[src/rtl/demux1x7_capture_if.sv]
// Bus between the 7:1 mux receive path and the demux1x7_capture block.
// Parity ports exist only when DEMUX_PARITY_EN is defined.
interface demux1x7_capture_if;
    logic       d;
    logic       d_valid;
    logic [2:0] s;
    logic       auto_en;
    logic       clr;
    logic [6:0] o;
    logic [2:0] cur_sel;
    logic       frame_done;
    logic       sel_err;
`ifdef DEMUX_PARITY_EN
    logic       par_chk;
    logic       par;
    logic       par_err;

    modport master (
        output d, d_valid, s, auto_en, clr, par_chk,
        input  o, cur_sel, frame_done, sel_err, par, par_err
    );
    modport slave (
        input  d, d_valid, s, auto_en, clr, par_chk,
        output o, cur_sel, frame_done, sel_err, par, par_err
    );
`else
    modport master (
        output d, d_valid, s, auto_en, clr,
        input  o, cur_sel, frame_done, sel_err
    );
    modport slave (
        input  d, d_valid, s, auto_en, clr,
        output o, cur_sel, frame_done, sel_err
    );
`endif
endinterface

[src/rtl/demux1x7_capture.sv]
// Registered 1:7 demux / deserializer with manual (select) and auto (counter) capture.
// Optional even-parity check of each completed auto frame under DEMUX_PARITY_EN.
module demux1x7_capture #(
    parameter logic [6:0] RST_VAL = 7'b0000000
) (
    input  logic               clk,
    input  logic               rst_n,
    demux1x7_capture_if.slave  bus
);
    localparam int unsigned N_OUT = 7;
    localparam int unsigned SEL_W = 3;
    localparam logic [SEL_W-1:0] LAST_LANE = SEL_W'(N_OUT - 1);
    localparam logic [SEL_W-1:0] BAD_SEL   = SEL_W'(N_OUT);

    typedef enum logic [1:0] {IDLE, FILL, DONE} state_t;

    state_t             state_q, state_n;
    logic [N_OUT-1:0]   o_q, o_n;
    logic [SEL_W-1:0]   sel_q, sel_n;
    logic               fd_q, fd_n;
    logic               se_q, se_n;
    logic               par_q, par_n;
    logic               pe_q, pe_n;
    logic               word_par_c;
    logic               par_chk_c;

`ifdef DEMUX_PARITY_EN
    assign par_chk_c = bus.par_chk;
`else
    assign par_chk_c = 1'b0;
`endif
    // Parity of the word as it will stand once lane 6 takes the current bit.
    assign word_par_c = ^{bus.d, o_q[N_OUT-2:0]};

    always_ff @(posedge clk) begin
        if (!rst_n) begin
            state_q <= IDLE;
            o_q     <= RST_VAL;
            sel_q   <= '0;
            fd_q    <= 1'b0;
            se_q    <= 1'b0;
            par_q   <= 1'b0;
            pe_q    <= 1'b0;
        end else begin
            state_q <= state_n;
            o_q     <= o_n;
            sel_q   <= sel_n;
            fd_q    <= fd_n;
            se_q    <= se_n;
            par_q   <= par_n;
            pe_q    <= pe_n;
        end
    end

    always_comb begin
        state_n = state_q;
        o_n     = o_q;
        sel_n   = sel_q;
        fd_n    = 1'b0;
        se_n    = 1'b0;
        par_n   = par_q;
        pe_n    = 1'b0;
        if (bus.clr) begin
            state_n = IDLE;
            o_n     = RST_VAL;
            sel_n   = '0;
            par_n   = 1'b0;
        end else if (!bus.auto_en) begin
            // Manual mode: any partial auto frame is abandoned, written lanes kept.
            state_n = IDLE;
            sel_n   = '0;
            if (bus.d_valid) begin
                if (bus.s != BAD_SEL) o_n[bus.s] = bus.d;
                else                  se_n = 1'b1;
            end
        end else begin
            unique case (state_q)
                IDLE, DONE: begin
                    if (bus.d_valid) begin
                        o_n[0]  = bus.d;
                        sel_n   = SEL_W'(1);
                        state_n = FILL;
                    end else begin
                        sel_n   = '0;
                        state_n = IDLE;
                    end
                end
                FILL: begin
                    if (bus.d_valid) begin
                        o_n[sel_q] = bus.d;
                        if (sel_q == LAST_LANE) begin
                            sel_n   = '0;
                            fd_n    = 1'b1;
                            state_n = DONE;
                            par_n   = word_par_c;
                            pe_n    = word_par_c ^ par_chk_c;
                        end else begin
                            sel_n   = sel_q + SEL_W'(1);
                        end
                    end
                end
                default: begin
                    state_n = IDLE;
                    sel_n   = '0;
                end
            endcase
        end
    end

    assign bus.o          = o_q;
    assign bus.cur_sel    = sel_q;
    assign bus.frame_done = fd_q;
    assign bus.sel_err    = se_q;
`ifdef DEMUX_PARITY_EN
    assign bus.par        = par_q;
    assign bus.par_err    = pe_q;
`else
    logic unused_c;
    assign unused_c = par_q ^ pe_q;
`endif
endmodule

[src/flat_wrapper.sv]
// flat-port wrapper written by rule: the top's interface ports become plain ports
module demux1x7_capture_flat 
#(
    parameter logic [6:0] RST_VAL = 7'b0000000
)
  (clk, rst_n, bus_d, bus_d_valid, bus_s, bus_auto_en, bus_clr, bus_o, bus_cur_sel, bus_frame_done, bus_sel_err);
  demux1x7_capture_if bus_i ();
  input  logic clk;
  input  logic rst_n;
  input wire logic [$bits(bus_i.d)-1:0] bus_d;
  input wire logic [$bits(bus_i.d_valid)-1:0] bus_d_valid;
  input wire logic [$bits(bus_i.s)-1:0] bus_s;
  input wire logic [$bits(bus_i.auto_en)-1:0] bus_auto_en;
  input wire logic [$bits(bus_i.clr)-1:0] bus_clr;
  output wire logic [$bits(bus_i.o)-1:0] bus_o;
  output wire logic [$bits(bus_i.cur_sel)-1:0] bus_cur_sel;
  output wire logic [$bits(bus_i.frame_done)-1:0] bus_frame_done;
  output wire logic [$bits(bus_i.sel_err)-1:0] bus_sel_err;
  assign bus_i.d = bus_d;
  assign bus_i.d_valid = bus_d_valid;
  assign bus_i.s = bus_s;
  assign bus_i.auto_en = bus_auto_en;
  assign bus_i.clr = bus_clr;
  assign bus_o = bus_i.o;
  assign bus_cur_sel = bus_i.cur_sel;
  assign bus_frame_done = bus_i.frame_done;
  assign bus_sel_err = bus_i.sel_err;
  demux1x7_capture #(.RST_VAL(RST_VAL)) u_core (.clk(clk), .rst_n(rst_n), .bus(bus_i));
endmodule
[config.mk]
export PLATFORM = sky130hd
export DESIGN_NAME = demux1x7_capture_flat
export DESIGN_NICKNAME = d
export VERILOG_FILES = /design/src/rtl/demux1x7_capture_if.sv /design/src/rtl/demux1x7_capture.sv /design/src/flat_wrapper.sv
export SDC_FILE = /design/constraint.sdc
export NUM_CORES = 1
export LEC_CHECK = 0
export BUFFER_PORTS_ARGS = -buffer_cell sky130_fd_sc_hd__buf_2
export CORE_MARGIN = 5
export CORE_UTILIZATION = 49
export CTS_CLUSTER_SIZE = 25
export DETAILED_ROUTE_END_ITERATION = 8
export PLACE_DENSITY_LB_ADDON = 0.2
export SYNTH_ARGS = -nofsm -noshare
export SYNTH_HDL_FRONTEND = slang
export SYNTH_SLANG_ARGS = --single-unit
[constraint.sdc]
create_clock -name clk -period 1.7 [get_ports clk]
set_clock_uncertainty 0.1 [all_clocks]
set_input_delay 0.085 -clock clk [delete_from_list [all_inputs] [get_ports clk]]
set_output_delay 0.085 -clock clk [all_outputs]
set_load 0.01 [all_outputs]
* Yosys cells after proc, flatten, opt, wreduce, memory -nomap -nowiden
Cells that the tools add are included.
Storage, ports and cells: register bits 14, output and inout port bits 12, word-level logic and storage cells 60
Cells by class: add/sub/neg operators 1, order comparisons 4, equal/unequal tests 9, muxes and demuxes 23, bitwise operators 4, reductions and logical operators 13
Operators by type and width (count):
- two-way mux 7 bit | 4
- bitwise mux 7 bit | 2
- less-than comparator 3 x 4 -> 1 bit (second input constant) | 2
- two-way mux 1 bit | 7
- demux 1 bit (select 3 bit) | 2
- >= comparator 3 x 1 -> 1 bit (second input constant) | 2
- two-way mux 3 bit | 2
- two-way mux 6 bit | 1
- one-hot mux 3 bit (2 select lines) | 1
- AND reduction 5 bit | 1
- OR reduction 5 bit | 1
- two-way mux 2 bit | 2
- != test 2 x 1 -> 1 bit (second input constant) | 2
- != test 2 bit (second input constant) | 2
- NOT 1 bit | 4
- one-hot mux 2 bit (2 select lines) | 1
- AND reduction 4 bit | 1
- nonzero test 2 bit | 2
- OR reduction 2 bit | 2
- OR reduction 4 bit | 1
- adder 3 x 1 -> 3 bit (second input constant) | 1
- == test 3 bit (second input constant) | 1
- != test 3 x 1 -> 1 bit (second input constant) | 1
- != test 3 bit (second input constant) | 1
- other kinds (7) | 8

* Longest topological paths before layout
Gate-level depths: netlist (run 1).
word-level depth 8, depth in mapped cells 5, gate-level depth less buffers 4

* Worst setup path before layout (run 1)
No wires, ideal clock.
path type reg2reg, start register u_core.sel_q[2] (netlist: u_core.bus.cur_sel[2]), end register u_core.o_q[5] (netlist: u_core.bus.o[5]), data arrival time 1096 ps, path slack 432 ps, cell stages (with the launch flop) 6, period minus slack after synthesis 1268 ps, cells stage by stage dfxtp_1 -> buf_2 -> nor2b_1 -> nand3_1 -> a21oi_2 -> mux2i_1
Between the ends: cells in the longest elaborated chain, start to end 8, elaborated cells on any way between the ends 9, those cells by class 2 x order compare; 6 x mux; 1 x reduce/logical
RTL lines:
- start, declared | RTL line demux1x7_capture.sv:19 | logic [SEL_W-1:0] sel_q, sel_n;
- start signal, assigned | RTL line demux1x7_capture.sv:47 | sel_q <= sel_n;
- less-than comparator 3 x 4 -> 1 bit (not written as such) / >= comparator 3 x 1 -> 1 bit (equally long branches) | RTL line demux1x7_capture.sv:90 | o_n[sel_q] = bus.d;
- logical AND 1 bit (not written as such) | RTL line demux1x7_capture.sv:90
- two-way mux 1 bit (not written as such) | RTL line demux1x7_capture.sv:90
- demux 1 bit (select 3 bit) (*)
- bitwise mux 7 bit (*) | RTL line demux1x7_capture.sv:90
- two-way mux 7 bit (*) | RTL line demux1x7_capture.sv:89 | if (bus.d_valid) begin
- two-way mux 6 bit (*) | RTL line demux1x7_capture.sv:77 | unique case (state_q)
- two-way mux 7 bit (*) | RTL line demux1x7_capture.sv:68 | end else if (!bus.auto_en) begin
- end signal, assigned | RTL line demux1x7_capture.sv:46 | o_q <= o_n;
- end, declared | RTL line demux1x7_capture.sv:18 | logic [N_OUT-1:0] o_q, o_n;
Every way passes the cells marked *; elsewhere a longest branch is shown, timed or not. The select of a mux whose other input is x is not followed. A chain may end at the register's enable or synchronous reset.

* Worst setup path in the final report (run 1)
Same ends and word-level chain as after synthesis.

==> run_results.csv, run 1 <==
group,metric,value,unit
setup_path,path_max_fanout,11,
finish,fin_nets,115,
setup_path,worstReg2RegEnd,"u_core.bus.o[5]",
global_routing,grt_overflow,0,
finish,final_util,60.0,%
global_routing,antenna_found_initial,0,
logic_synthesis,synth_top_family_by_area,"simple AND/OR/NAND/NOR gates",
sta,period_share,80.0,%
worst_hold_path,hold_class,"input port to flip-flop",
detailed_routing,wl_per_cell,13.5,µm
detailed_routing,dr_total_vias,686,
logic_synthesis,netlist_area,751,µm²
setup_path,crit-reg2reg-launch,"u_core.bus.cur_sel[2]",
clock_tree,cts_tree,"built",
setup_path,worstPathArrival,1480,ps
logic_synthesis,synth-seq-cells,14,
sta,final-hold-violation-count,0,
sta,worstMarginPinSlew,403,ps
detailed_routing,postRouteWirelength,1630,µm
sta,setup_viol,0,
outcome,status,"completed",
detailed_routing,ant_nets,0,
global_routing,grt_max_degree,15,
logic_synthesis,synth_flop_cell,"dfxtp_1",
clock_tree,clkTransAtPathRegs,100,ps
power_and_ir_drop,peakVddDrop,0.000430,V
logic_synthesis,synthDistinctLibCells,31,
finish,layout_commonest_cell,"buf_2",
detailed_routing,drc,0,
floorplanning,die_width,49.1,µm
detailed_routing,routed_via_density,5.67,
sta,holdWs,27.3,ps
finish,n_antenna_cell,0,
setup_path,worstPathRequired,1820,ps
logic_synthesis,synthSimpleGateAreaFrac,28.5,%
setup_path,r2r_slack,340,ps
detailed_routing,dr.pass1.iters,6,
finish,syn_to_final_growth,17.7,%
sta,rsz0062_at_grt,"no",
logic_synthesis,synth_compound_area_share,25.0,%
logic_synthesis,synth_edf_count,0,
clock_tree,h-tree-depth,1,
setup_path,cp-end-kind,"flip-flop",
logic_synthesis,synthMuxAreaShare,2.67,%
clock_tree,clk_latency,290,ps
logic_synthesis,synth_xor_area_share,0,%
setup_path,cp-startpoint,"u_core.bus.cur_sel[2]",
logic_synthesis,yosysWarnings,0,
sta,fin_setup_tns,0,ps
setup_path,r2r_cells,4,
placement,place_hpwl,1160,µm
global_routing,grt_pass1_wl,2730,µm
placement,gp_congestion,0.755,
detailed_routing,drtIter0Drc,12,
floorplanning,die_area,2410,µm²
sta,finalCriticalPeriod,1360,ps
finish,drive_gt1_share,29.5,%
sta,max_slew_margin,73.1,%
logic_synthesis,ys_seq_area_share,37.3,%
setup_path,crit_end,"u_core.bus.o[5]",
global_routing,grt_pass1_vias,635,
floorplanning,core_area,1470,µm²
clock_tree,cts_root_buf,"clkbuf_4",
floorplanning,ios,21,
clock_tree,numCtsBuffers,3,
power_and_ir_drop,power_density,738,nW/µm²
floorplanning,initial_core_util,51.0,%
sta,timing.fmax,735,MHz
run,maxCapViolCount,0,
logic_synthesis,synth_nets,94,
floorplanning,die_h,49.1,µm
logic_synthesis,ys_async_sr_fraction,0,%
clock_tree,clock-sinks,14,
sta,slew_viol_final,0,
placement,port_buffers,20,
setup_path,start_kind,"flip-flop",
setup_path,critPathKind,"flip-flop to flip-flop",
logic_synthesis,avgSynthCellArea,8.83,µm²
finish,mostFrequentLayoutCells,"20 x buf_2, 14 x dfxtp_1, 9 x nand2_1, 9 x nor2_1, 6 x nor2b_1",
clock_tree,cts_max_path_buffers,2,
logic_synthesis,synthAdderAreaFrac,0,%
global_routing,track_usage,14.0,%
power_and_ir_drop,p_leak,0.341,nW
floorplanning,num_rows,14,
logic_synthesis,postSynthCellCount,85,
## critical path: stages, from the launching register on
cell,delay (ps)
dfxtp_1,520
nor2b_1,210
nand3_1,110
a21oi_2,160
mux2i_1,190
## registers in the layout, indices dropped and copies added, names as in the netlist
signal,flops
u_core.bus.cur_sel,3
u_core.bus.o,7
u_core.bus.sel_err,1
u_core.bus.frame_done,1
u_core.state_q,2
## logic make-up after synthesis
| logic type | Yosys count |
|---|---|
| mux | 2 |
| compound gates | 23 |
| simple gates | 38 |
| buf+inv | 8 |
| flops | 14 |
## final cells by class
| class | instances | area, µm² |
|---|---|---|
| flip-flops and latches | 14 | 280 |
| inverters | 2 | 7.51 |
| fillers | 146 | 588 |
| clock buffers | 4 | 36.3 |
| repair buffers | 22 | 118 |
| well taps | 16 | 20.0 |
| multi-input cells | 63 | 422 |
## cells in the mapped netlist, types with 3 or more instances
cell       n  area, µm²
nand2_1    9       33.8
nor2_1     9       33.8
buf_2      3       15.0
o211ai_1   4       30.0
o31ai_1    4       30.0
dfxtp_1   14        280
nand3_1    5       25.0
nor2b_1    6       37.5
## metrics by stage
| step | total power, mW | std cells | setup slack (ps) | instance area [µm²] |
|---|---|---|---|---|
| CTS | 0.657 | 121 | 350 | 883 |
| global placement | 0.411 | 116 | 434 | 837 |
| finish | 0.652 | 121 | 339 | 883 |
| global route | 0.685 | 121 | 198 | 883 |
| detailed placement | 0.412 | 116 | 367 | 837 |
| floorplan | 0.391 | 85 | 432 | 751 |
## worst min-delay path by stage
stage,cells past startpoint,to,startpoint,slack [ps]
after detailed placement,3,u_core.bus.sel_err,bus_d_valid,310
final,4,u_core.bus.o[3],bus_clr,30
after floorplan,2,u_core.bus.sel_err,bus_s[1],170
after CTS,4,u_core.bus.o[3],bus_clr,30
after global placement,3,u_core.bus.sel_err,bus_d_valid,310
after global routing,4,u_core.bus.o[3],bus_clr,50
## per-layer routing
metal	track usage, %	up-vias	wire length, µm
li1	-	354	-
met1	17.9	305	767
met2	21.0	25	730
met3	4.28	2	123
met4	6.73	0	13
met5	0	-	0
## power breakdown
part           total (mW)  switching (mW)  internal, mW
clock network       0.245           0.115         0.130
registers           0.335         0.00412         0.330
logic              0.0721          0.0428        0.0293
## timing repair
action                                 CTS  global route
hold buffers                             1             0
resized for setup                        0             0
endpoints found under the hold margin    1             0
setup buffers                            0             0
No activity file was read; power rests on OpenSTA's default activity.
==> run 2: changes to the inputs <==
clock period = 1.3 ns   (was 1.7 ns; I/O delays follow)
==> run 2 against run 1 <==
Net effect:
- highest routed layer unchanged
- clock power up 30%
- critical path depth rose by 2
- non-clock buffer count is 5 higher
- combinational power grew 44%
- setup slack worse by 290 ps
- design area is 6.8% higher
- register-to-register slack lost 270 ps
==> run_results.csv, run 2 (synthesis results as in run 1) <==
group,metric,value,unit
outcome,status,"completed",
run,maxCapViolCount,0,
placement,place_hpwl,1250,µm
placement,placed_cells,120,
sta,final-hold-violation-count,0,
floorplanning,ios,21,
clock_tree,numCtsBuffers,3,
clock_tree,cts_root_buf,"clkbuf_4",
finish,mostFrequentLayoutCells,"19 x buf_2, 9 x nand2_1, 9 x nor2_1, 9 x dfxtp_1, 6 x buf_4",
detailed_routing,dr_total_vias,733,
detailed_routing,drtIter0Drc,27,
sta,max_slew_margin,77.3,%
finish,fin_nets,120,
floorplanning,core_area,1470,µm²
detailed_routing,postRouteWirelength,1820,µm
global_routing,grt_pass1_vias,665,
floorplanning,die_width,49.1,µm
setup_path,worstPathRequired,1380,ps
floorplanning,initial_core_util,51.0,%
placement,port_buffers,20,
setup_path,worstPathArrival,1330,ps
power_and_ir_drop,seq_power_share,50.8,%
power_and_ir_drop,intPower,0.647,mW
sta,fin_setup_tns,0,ps
power_and_ir_drop,pwr-share-comb,12.1,%
detailed_routing,ant_nets,0,
clock_tree,clock-sinks,14,
sta,period_share,96.5,%
detailed_routing,dr.pass1.iters,4,
power_and_ir_drop,power_density,912,nW/µm²
worst_hold_path,hold_class,"input port to flip-flop",
power_and_ir_drop,p_leak,0.373,nW
setup_path,max_stage_delay,530,ps
setup_path,path_max_fanout,10,
setup_path,r2r_slack,70,ps
floorplanning,die_area,2410,µm²
clock_tree,clkTransAtPathRegs,90,ps
finish,largest_reg_flops,7,
setup_path,cp-end-kind,"flip-flop",
detailed_routing,drc,0,
sta,timing.fmax,797,MHz
power_and_ir_drop,power.switching,0.213,mW
finish,syn_to_final_growth,25.7,%
global_routing,grt_max_degree,15,
floorplanning,die_h,49.1,µm
finish,drive_gt1_share,40.0,%
finish,finalNonFillerCells,126,
setup_path,critical-path-slowest-cell,"dlygate4sd3_1",
global_routing,antenna_found_initial,0,
clock_tree,cts_tree,"built",
power_and_ir_drop,peakVddDrop,0.000709,V
setup_path,start_kind,"input port",
detailed_routing,wl_per_cell,14.5,µm
clock_tree,clk_latency,280,ps
power_and_ir_drop,clkPwrFrac,37.0,%
power_and_ir_drop,switching_share,24.8,%
sta,finalCriticalPeriod,1260,ps
global_routing,track_usage,15.0,%
floorplanning,num_rows,14,
sta,setup_viol,0,
setup_path,crit_path_cell_trace,"dlygate4sd3_1 > clkbuf_4 > nor2b_2 > a2bb2oi_1 > o22ai_1 > nor2b_1",
detailed_routing,routed_via_density,5.82,
setup_path,critPathKind,"input port to flip-flop",
power_and_ir_drop,power.total,0.860,mW
clock_tree,cts_max_path_buffers,2,
finish,n_antenna_cell,0,
sta,slew_viol_final,0,
sta,worstMarginPinSlew,339,ps
global_routing,grt_overflow,0,
sta,rsz0062_at_grt,"no",
placement,gp_congestion,0.778,
finish,layout_commonest_cell,"buf_2",
clock_tree,h-tree-depth,1,
global_routing,grt_pass1_wl,2950,µm
run 2: per-layer routing:
metal / wire, µm / track usage [%] / vias to the layer above
met2: 838 / 22.5 / 24
li1: - / - / 363
met4: 17 / 5.38 / 0
met5: 0 / 0 / -
met1: 852 / 20.4 / 344
met3: 114 / 3.67 / 2
run 2: cell type report:
| cell class | count | area [µm²] |
|---|---|---|
| inverters | 2 | 7.51 |
| flip-flops and latches | 14 | 287 |
| well taps | 16 | 20.0 |
| fillers | 128 | 528 |
| clock buffers | 4 | 36.3 |
| repair buffers | 27 | 158 |
| multi-input cells | 63 | 435 |
run 2: per-stage QoR:
| stage | instance area (µm²) | setup WS, ps | utilization (%) | hold WS, ps |
|---|---|---|---|---|
| 3_3_place_gp | 867 | 52.6 | 58.9 | 288 |
| 5_1_grt | 943 | 6.94 | 64.1 | 37.3 |
| 3_5_place_dp | 867 | 44.7 | 58.9 | 289 |
| 2_1_floorplan | 751 | 31.9 | - | 150 |
| 6_report | 943 | 45.0 | 64.1 | 26.1 |
| 4_1_cts | 913 | 21.7 | 62.1 | 22.8 |
run 2: worst paths after layout:
kind                         start               endpoint  depth (start not counted)
max reg2reg  u_core.bus.cur_sel[2]        u_core.bus.o[1]                          5
min reg2reg        u_core.bus.o[3]        u_core.bus.o[3]                          2
max                    bus_d_valid  u_core.bus.cur_sel[0]                          6
min                       bus_s[1]     u_core.bus.sel_err                          3
run 2: critical path: cells and delay by family:
family / cells / cell delay, ps
AND/OR/NAND/NOR: 2 / 310
AO/OA/AOI/OAI: 2 / 230
buffers and inverters: 2 / 720
run 2: what timing repair did:
| item | in CTS | in global routing |
|---|---|---|
| setup endpoints to repair | 0 | 9 |
| hold buffers | 1 | 0 |
| setup buffers | 0 | 1 |
| hold endpoints to repair | 1 | 0 |
| resized for setup | 0 | 9 |
run 2: power by group through the flow:
stage               combinational [mW]  clock, mW  sequential (mW)
floorplan                       0.0655          0            0.446
global placement                0.0946          0            0.446
detailed placement              0.0953          0            0.446
CTS                             0.0984      0.326            0.437
global route                     0.113      0.352            0.438
finish                           0.104      0.319            0.437
